===== src/rtl/pin_scan_uart_beacon_pkg.sv =====
// Shared state encoding, ASCII constants and message helpers for the pin-scan beacon.
// A message for pin number n is the six bytes "Pddd\r\n".
package pin_scan_pkg;

    typedef enum logic [2:0] {
        IDLE   = 3'd0,
        START  = 3'd1,
        DATA   = 3'd2,
        PARITY = 3'd3,
        STOP   = 3'd4,
        GAP    = 3'd5
    } state_e;

    localparam logic [7:0] ASCII_P  = 8'h50;
    localparam logic [7:0] ASCII_0  = 8'h30;
    localparam logic [7:0] ASCII_CR = 8'h0D;
    localparam logic [7:0] ASCII_LF = 8'h0A;

    localparam int unsigned MSG_LEN = 6;

    function automatic logic [7:0] msg_byte(input int unsigned n, input int unsigned idx);
        logic [7:0] b;
        case (idx)
            0:       b = ASCII_P;
            1:       b = ASCII_0 + 8'((n / 100) % 10);
            2:       b = ASCII_0 + 8'((n / 10) % 10);
            3:       b = ASCII_0 + 8'(n % 10);
            4:       b = ASCII_CR;
            default: b = ASCII_LF;
        endcase
        return b;
    endfunction

    function automatic logic even_parity(input logic [7:0] b);
        return ^b;
    endfunction

endpackage


===== src/rtl/pin_scan_uart_beacon_baud_tick.sv =====
// Bit-period divider: emits a one-cycle tick every DIV clocks while run_i is high.
// The counter is held at zero when not running so the first period after start is full length.
module uart_baud_tick #(
    parameter int unsigned DIV = 2
) (
    input  logic clk_i,
    input  logic rst_i,
    input  logic run_i,
    output logic tick_o
);

    localparam int unsigned           CNT_W = (DIV > 1) ? $clog2(DIV) : 1;
    localparam logic [CNT_W-1:0]      LAST  = CNT_W'(DIV - 1);

    logic [CNT_W-1:0] cnt_q;
    logic [CNT_W-1:0] cnt_d;

    always_comb begin
        cnt_d = cnt_q;
        if (!run_i) begin
            cnt_d = '0;
        end else if (cnt_q == LAST) begin
            cnt_d = '0;
        end else begin
            cnt_d = cnt_q + CNT_W'(1);
        end
    end

    assign tick_o = run_i && (cnt_q == LAST);

    always_ff @(posedge clk_i or posedge rst_i) begin
        if (rst_i) begin
            cnt_q <= '0;
        end else begin
            cnt_q <= cnt_d;
        end
    end

endmodule


===== src/rtl/pin_scan_uart_beacon.sv =====
// Pin-identification beacon: every tx_o[p] repeats "Pddd\r\n" (ddd = PIN_BASE+p) as UART.
// Define PIN_SCAN_PARITY_EN to send 8E1 frames instead of 8N1.
module pin_scan_uart_beacon
    import pin_scan_pkg::*;
#(
    parameter int unsigned CLK_FREQ = 25000000,
    parameter int unsigned BAUDRATE = 9600,
    parameter int unsigned NUM_PINS = 32,
    parameter int unsigned PIN_BASE = 0,
    parameter int unsigned GAP_BITS = 16
) (
    input  logic                clk_i,
    input  logic                rst_i,
    input  logic                enable_i,
    output logic [NUM_PINS-1:0] tx_o,
    output logic                busy_o,
    output logic                msg_done_o,
    output logic                led_o
);

    localparam int unsigned DIV       = CLK_FREQ / BAUDRATE;
    localparam logic [2:0]  LAST_BYTE = 3'(MSG_LEN - 1);
    localparam logic [7:0]  LAST_GAP  = 8'(GAP_BITS - 1);

    state_e              state_q, state_d;
    logic [2:0]          byte_idx_q, byte_idx_d;
    logic [2:0]          bit_idx_q, bit_idx_d;
    logic [7:0]          gap_cnt_q, gap_cnt_d;
    logic                done_q, done_d;
    logic                busy_q;
    logic                led_q;
    logic [NUM_PINS-1:0] tx_q, tx_d;
    logic                run;
    logic                tick;

    assign run = (state_q != IDLE);

    uart_baud_tick #(
        .DIV(DIV)
    ) u_baud (
        .clk_i (clk_i),
        .rst_i (rst_i),
        .run_i (run),
        .tick_o(tick)
    );

    always_comb begin
        state_d    = state_q;
        byte_idx_d = byte_idx_q;
        bit_idx_d  = bit_idx_q;
        gap_cnt_d  = gap_cnt_q;
        done_d     = 1'b0;
        case (state_q)
            IDLE: begin
                if (enable_i) begin
                    state_d = START;
                end
            end
            START: begin
                if (tick) begin
                    state_d   = DATA;
                    bit_idx_d = '0;
                end
            end
            DATA: begin
                if (tick) begin
                    if (bit_idx_q == 3'd7) begin
                        bit_idx_d = '0;
`ifdef PIN_SCAN_PARITY_EN
                        state_d   = PARITY;
`else
                        state_d   = STOP;
`endif
                    end else begin
                        bit_idx_d = bit_idx_q + 3'd1;
                    end
                end
            end
            PARITY: begin
                if (tick) begin
                    state_d = STOP;
                end
            end
            STOP: begin
                if (tick) begin
                    if (byte_idx_q == LAST_BYTE) begin
                        state_d    = GAP;
                        byte_idx_d = '0;
                        gap_cnt_d  = '0;
                        done_d     = 1'b1;
                    end else begin
                        state_d    = START;
                        byte_idx_d = byte_idx_q + 3'd1;
                    end
                end
            end
            GAP: begin
                if (tick) begin
                    if (gap_cnt_q == LAST_GAP) begin
                        // enable_i is only honoured here, so a message always finishes its gap
                        state_d = enable_i ? START : IDLE;
                    end else begin
                        gap_cnt_d = gap_cnt_q + 8'd1;
                    end
                end
            end
            default: begin
                state_d = IDLE;
            end
        endcase
    end

    // Per-pin message bits are elaboration-time constants; only the shared indices select them.
    for (genvar p = 0; p < NUM_PINS; p++) begin : g_pin
        localparam int unsigned N    = PIN_BASE + p;
        localparam logic [47:0] BITS = {msg_byte(N, 5), msg_byte(N, 4), msg_byte(N, 3),
                                        msg_byte(N, 2), msg_byte(N, 1), msg_byte(N, 0)};
`ifdef PIN_SCAN_PARITY_EN
        localparam logic [5:0]  PAR  = {even_parity(msg_byte(N, 5)), even_parity(msg_byte(N, 4)),
                                        even_parity(msg_byte(N, 3)), even_parity(msg_byte(N, 2)),
                                        even_parity(msg_byte(N, 1)), even_parity(msg_byte(N, 0))};
        assign tx_d[p] = (state_d == START)  ? 1'b0 :
                         (state_d == DATA)   ? BITS[{byte_idx_d, bit_idx_d}] :
                         (state_d == PARITY) ? PAR[byte_idx_d] : 1'b1;
`else
        assign tx_d[p] = (state_d == START) ? 1'b0 :
                         (state_d == DATA)  ? BITS[{byte_idx_d, bit_idx_d}] : 1'b1;
`endif
    end

    always_ff @(posedge clk_i or posedge rst_i) begin
        if (rst_i) begin
            state_q    <= IDLE;
            byte_idx_q <= '0;
            bit_idx_q  <= '0;
            gap_cnt_q  <= '0;
            done_q     <= 1'b0;
            busy_q     <= 1'b0;
            led_q      <= 1'b0;
            tx_q       <= '1;
        end else begin
            state_q    <= state_d;
            byte_idx_q <= byte_idx_d;
            bit_idx_q  <= bit_idx_d;
            gap_cnt_q  <= gap_cnt_d;
            done_q     <= done_d;
            busy_q     <= (state_d != IDLE);
            led_q      <= led_q ^ done_d;
            tx_q       <= tx_d;
        end
    end

    assign tx_o       = tx_q;
    assign busy_o     = busy_q;
    assign msg_done_o = done_q;
    assign led_o      = led_q;

endmodule

===== config.mk =====
export PLATFORM = sky130hd
export DESIGN_NAME = pin_scan_uart_beacon
export DESIGN_NICKNAME = d
export VERILOG_FILES = /design/src/rtl/pin_scan_uart_beacon_pkg.sv /design/src/rtl/pin_scan_uart_beacon_baud_tick.sv /design/src/rtl/pin_scan_uart_beacon.sv
export SDC_FILE = /design/constraint.sdc
export NUM_CORES = 1
export LEC_CHECK = 0
export ABC_CLOCK_PERIOD_IN_PS = 3310
export CAP_MARGIN = 30
export CORE_MARGIN = 1.5
export CORE_UTILIZATION = 30
export CTS_CLUSTER_DIAMETER = 40
export CTS_CLUSTER_SIZE = 14
export DETAILED_ROUTE_END_ITERATION = 16
export MAX_ROUTING_LAYER = met4
export SYNTH_ARGS = -nofsm -noshare
export SYNTH_HDL_FRONTEND = slang
export SYNTH_HIERARCHICAL = 1
export SYNTH_SLANG_ARGS = --single-unit

===== constraint.sdc =====
create_clock -name clk_i -period 3.31 [get_ports clk_i]
set_clock_uncertainty 0.05 [all_clocks]
set_input_delay 0.662 -clock clk_i [delete_from_list [all_inputs] [get_ports clk_i]]
set_output_delay 0.662 -clock clk_i [all_outputs]
set_load 0.01 [all_outputs]

==> PnR_summary.wiki <==
{| class="wikitable"
! Metric !! Value
|-
| Status || finished, final reports clean
|-
| Antenna violations before repair || 0
|-
| Async SR Flop Fraction || 1.000
|-
| Total Power Consumption || roughly 2.2 mW
|-
| Violation count after the first detailed-routing iteration || 145
|-
| Largest fanout on the critical path || 7
|-
| Number of cell instances on the worst register-to-register path || 15
|-
| Cell count of the worst hold path || 1
|-
| Root buffer cell || clkbuf_16
|-
| Filler Cell Count || between 1000 and 1500
|-
| Largest net degree at the start of global routing || 40
|-
| Post-placement cell area || 4164 sq um
|-
| H-tree depth || 3
|-
| Slowest-stage cell, CP || or3_2
|-
| Final Hold Fails || 0
|-
| Portion of the clock cycle consumed by the worst path in the final layout || 0.9224
|-
| Overall track demand over capacity in global routing || 0.1321
|-
| Count of non-filler cells in the finished layout || between 500 and 600
|-
| Highest cell delay on the worst timing path || 490 ps
|-
| Slew Viols, Final || 0
|-
| Pwr/cell area || 478.9 nW/um^2
|-
| Cell type with the highest aggregate area in the netlist || dfstp_2
|-
| Register bit count reported by yosys || between 60 and 70
|-
| Post-CTS Hold Fix Bufs || 0
|-
| Diode count || 0
|-
| Startpoint type of the worst setup path || flip-flop
|-
| CTS tree || built
|-
| Cell repeated most along the worst path || buf_4
|-
| Wire length of the first global-routing pass || 13000 um
|-
| Average instance area after synthesis || roughly 10 sq um
|-
| Most used cells in the layout excluding fill and tap cells || clkdlybuf4s50_1 (37), dfrtp_1 (32), dfstp_2 (32)
|-
| WL final || 7476 um
|-
| Final setup vio count || 0
|-
| Horizontal extent of the die || between 100 and 150 um
|-
| Kind of capture point of the worst setup path || flip-flop
|-
| Data arrival time at the worst-slack endpoint || 3250 ps
|-
| Share of final-layout standard cells stronger than drive strength 1 || 0.3457
|-
| Cell types occupying the most area after synthesis || dfstp_2 (24%), dfrtp_1 (23%), a21oi_2 (7.8%), o21ai_0 (5.0%), ha_1 (3.2%)
|-
| Total negative setup slack || 0 ps
|-
| Placed insts || between 500 and 600
|-
| Routability cong. || ~0.86
|-
| Number of DRC violations after detailed routing || 0
|-
| Worst Tran Pin Value || between 700 and 800 ps
|-
| Shortest period the worst path allows || approximately 3100 ps
|-
| Class of the tightest hold or removal check || flip-flop to flip-flop
|-
| Synthesized instance count || between 300 and 400
|-
| Clock Sink Count || 64
|-
| Max frequency || 327.5 MHz
|-
| Number of cells on the critical path || 15
|-
| CP top delay family || simple AND/OR/NAND/NOR gates
|-
| Critical path class || flip-flop to flip-flop
|-
| Number of maximum-capacitance violations || 0
|-
| Initial Util || 0.3074
|-
| Core box area || 11370 sq um
|-
| NumNets Final || 412
|-
| Leakage Power || 1.807 nW
|-
| Vias post-DR || around 2700
|-
| Number of global-route vias before repair || around 2700
|-
| Syn Nets || approximately 350
|-
| Layout area overhead || 29.00%
|-
| YS warnings || 6
|-
| Die area || ~12000 sq um
|-
| Number of synthesized flops with an enable pin || 0
|-
| Die span in y || roughly 110 um
|-
| DRT antenna net count || 0
|-
| Longest Clk Path Bufs || 2
|-
| Insertion delay of the later-clocked pin in the worst-skew pair || around 330 ps
|-
| Std cell rows || 39
|-
| Port bufs || 37
|-
| Worst-case vdd ir drop || 234.0 uV
|-
| TritonRoute pass-1 iters || 4
|-
| Post-synthesis sequential area ratio || 0.4697
|-
| Final cell utilization of the core || 0.3965
|-
| Ys flop type || dfstp_2
|-
| Global-route congestion overflow total || 0
|-
| Clock transition at the registers of the reported paths || approximately 60 ps
|-
| Via-per-instance ratio || ~4.9
|-
| Post-Route Hold Slack || just over 400 ps
|-
| Area share of the leading cell type in the synthesized netlist || 0.2406
|-
| Count of pins on the block boundary || 38
|-
| Most common cell after layout, fill and taps aside || clkdlybuf4s50_1
|-
| Crit path setup slack, layout || ~260 ps
|-
| Mapped Area || roughly 3500 sq um
|-
| Ordered list of cells on the worst path || or3_2 -> nor4_2 -> buf_4 -> nor2b_2 -> nand2_1 -> a211o_2 -> buf_4 -> clkinv_2 -> buf_4 -> ha_1 -> a31oi_1 -> a21oi_2 -> buf_4 -> o21ai_0 -> a21oi_1
|-
| Cts bufs inserted || 9
|-
| Data required time of the worst path || 3510 ps
|-
| Setup repair after global routing missed its margin || false
|-
| Number of buffer and inverter stages on the critical path || 5
|-
| Cell variety after synth || 62
|-
| Area of all placed cells without fillers || ~4500 sq um
|-
| Placed wire-length estimate || ~5400 um
|-
| Worst slack, placed || around 5.5 ps
|-
| Slew Limit Headroom || 0.4785
|-
| DR WL/cell || about 14 um
|}
## state kept, by name (all words and copies together) (netlist names)
register	count
led_o	1
u_baud/cnt_q	12
busy_o	1
gap_cnt_q	8
tx_o	32
byte_idx_q	3
state_q	3
msg_done_o	1
bit_idx_q	3
## worst paths after layout
path	startpoint	endpoint	slack, ps
worst max-delay path	u_baud/cnt_q[10]	tx_o[18]	260
worst min-delay path	led_o	led_o	410
worst max register to register	u_baud/cnt_q[10]	tx_o[18]	260
worst min register to register	led_o	led_o	410
max in group asynchronous	rst_i	tx_o[7]	1670
min in group asynchronous	rst_i	u_baud/cnt_q[1]	660
## report_power, final
part           switching [mW]  total [mW]  internal [mW]
clock                   0.353       0.982          0.629
combinational           0.145       0.282          0.137
sequential             0.0255       0.895          0.870
total                   0.523        2.16           1.64
## cell families after synthesis
group | Yosys count | synth area share
XOR/XNOR | 10 | 0.03043
flip-flops | 64 | 0.4697
buffers and inverters | 31 | 0.05012
AND/OR/NAND/NOR | 112 | 0.1826
multiplexers | 4 | 0.01182
adder cells (fa/ha/maj) | 9 | 0.03222
AO/OA/AOI/OAI | 106 | 0.2231
## synth_stat cells, types with 4 or more instances
cell type  count
nand2b_1       4
nand3_1       17
a21oi_1       16
inv_1         12
and3_1         7
buf_6          5
o21ai_0       35
buf_4          5
xnor2_1        4
dfrtp_1       32
clkbuf_1       5
nand2_1       24
xor2_1         5
ha_1           9
or3_1          4
a21oi_2       31
nor2_1        24
dfstp_2       32
## repair_timing
item,CTS,global route
gates cloned,0,0
setup endpoints to repair,2,17
gates resized for setup,0,8
pin swaps,1,1
buffers inserted,1,1
## layout make-up
class	count	area, sq um	share of cell area
tap	143	178.9	0.03969
clock inverter	6	66.31	0.01471
clock buffer	10	250.2	0.05551
multi-input combinational	241	1690	0.3750
timing repair buffer	69	623.1	0.1382
sequential	64	1642	0.3641
inverter	15	57.56	0.01277
## metal layers
metal | track usage | wire (um) | vias up
met5 | - | 0 | -
met4 | 0.05641 | 95 | 0
met3 | 0.02078 | 270 | 7
met2 | 0.1996 | 3448 | 51
met1 | 0.1767 | 3661 | 1328
li1 | - | - | 1326
(Power assumes the default switching activity.)
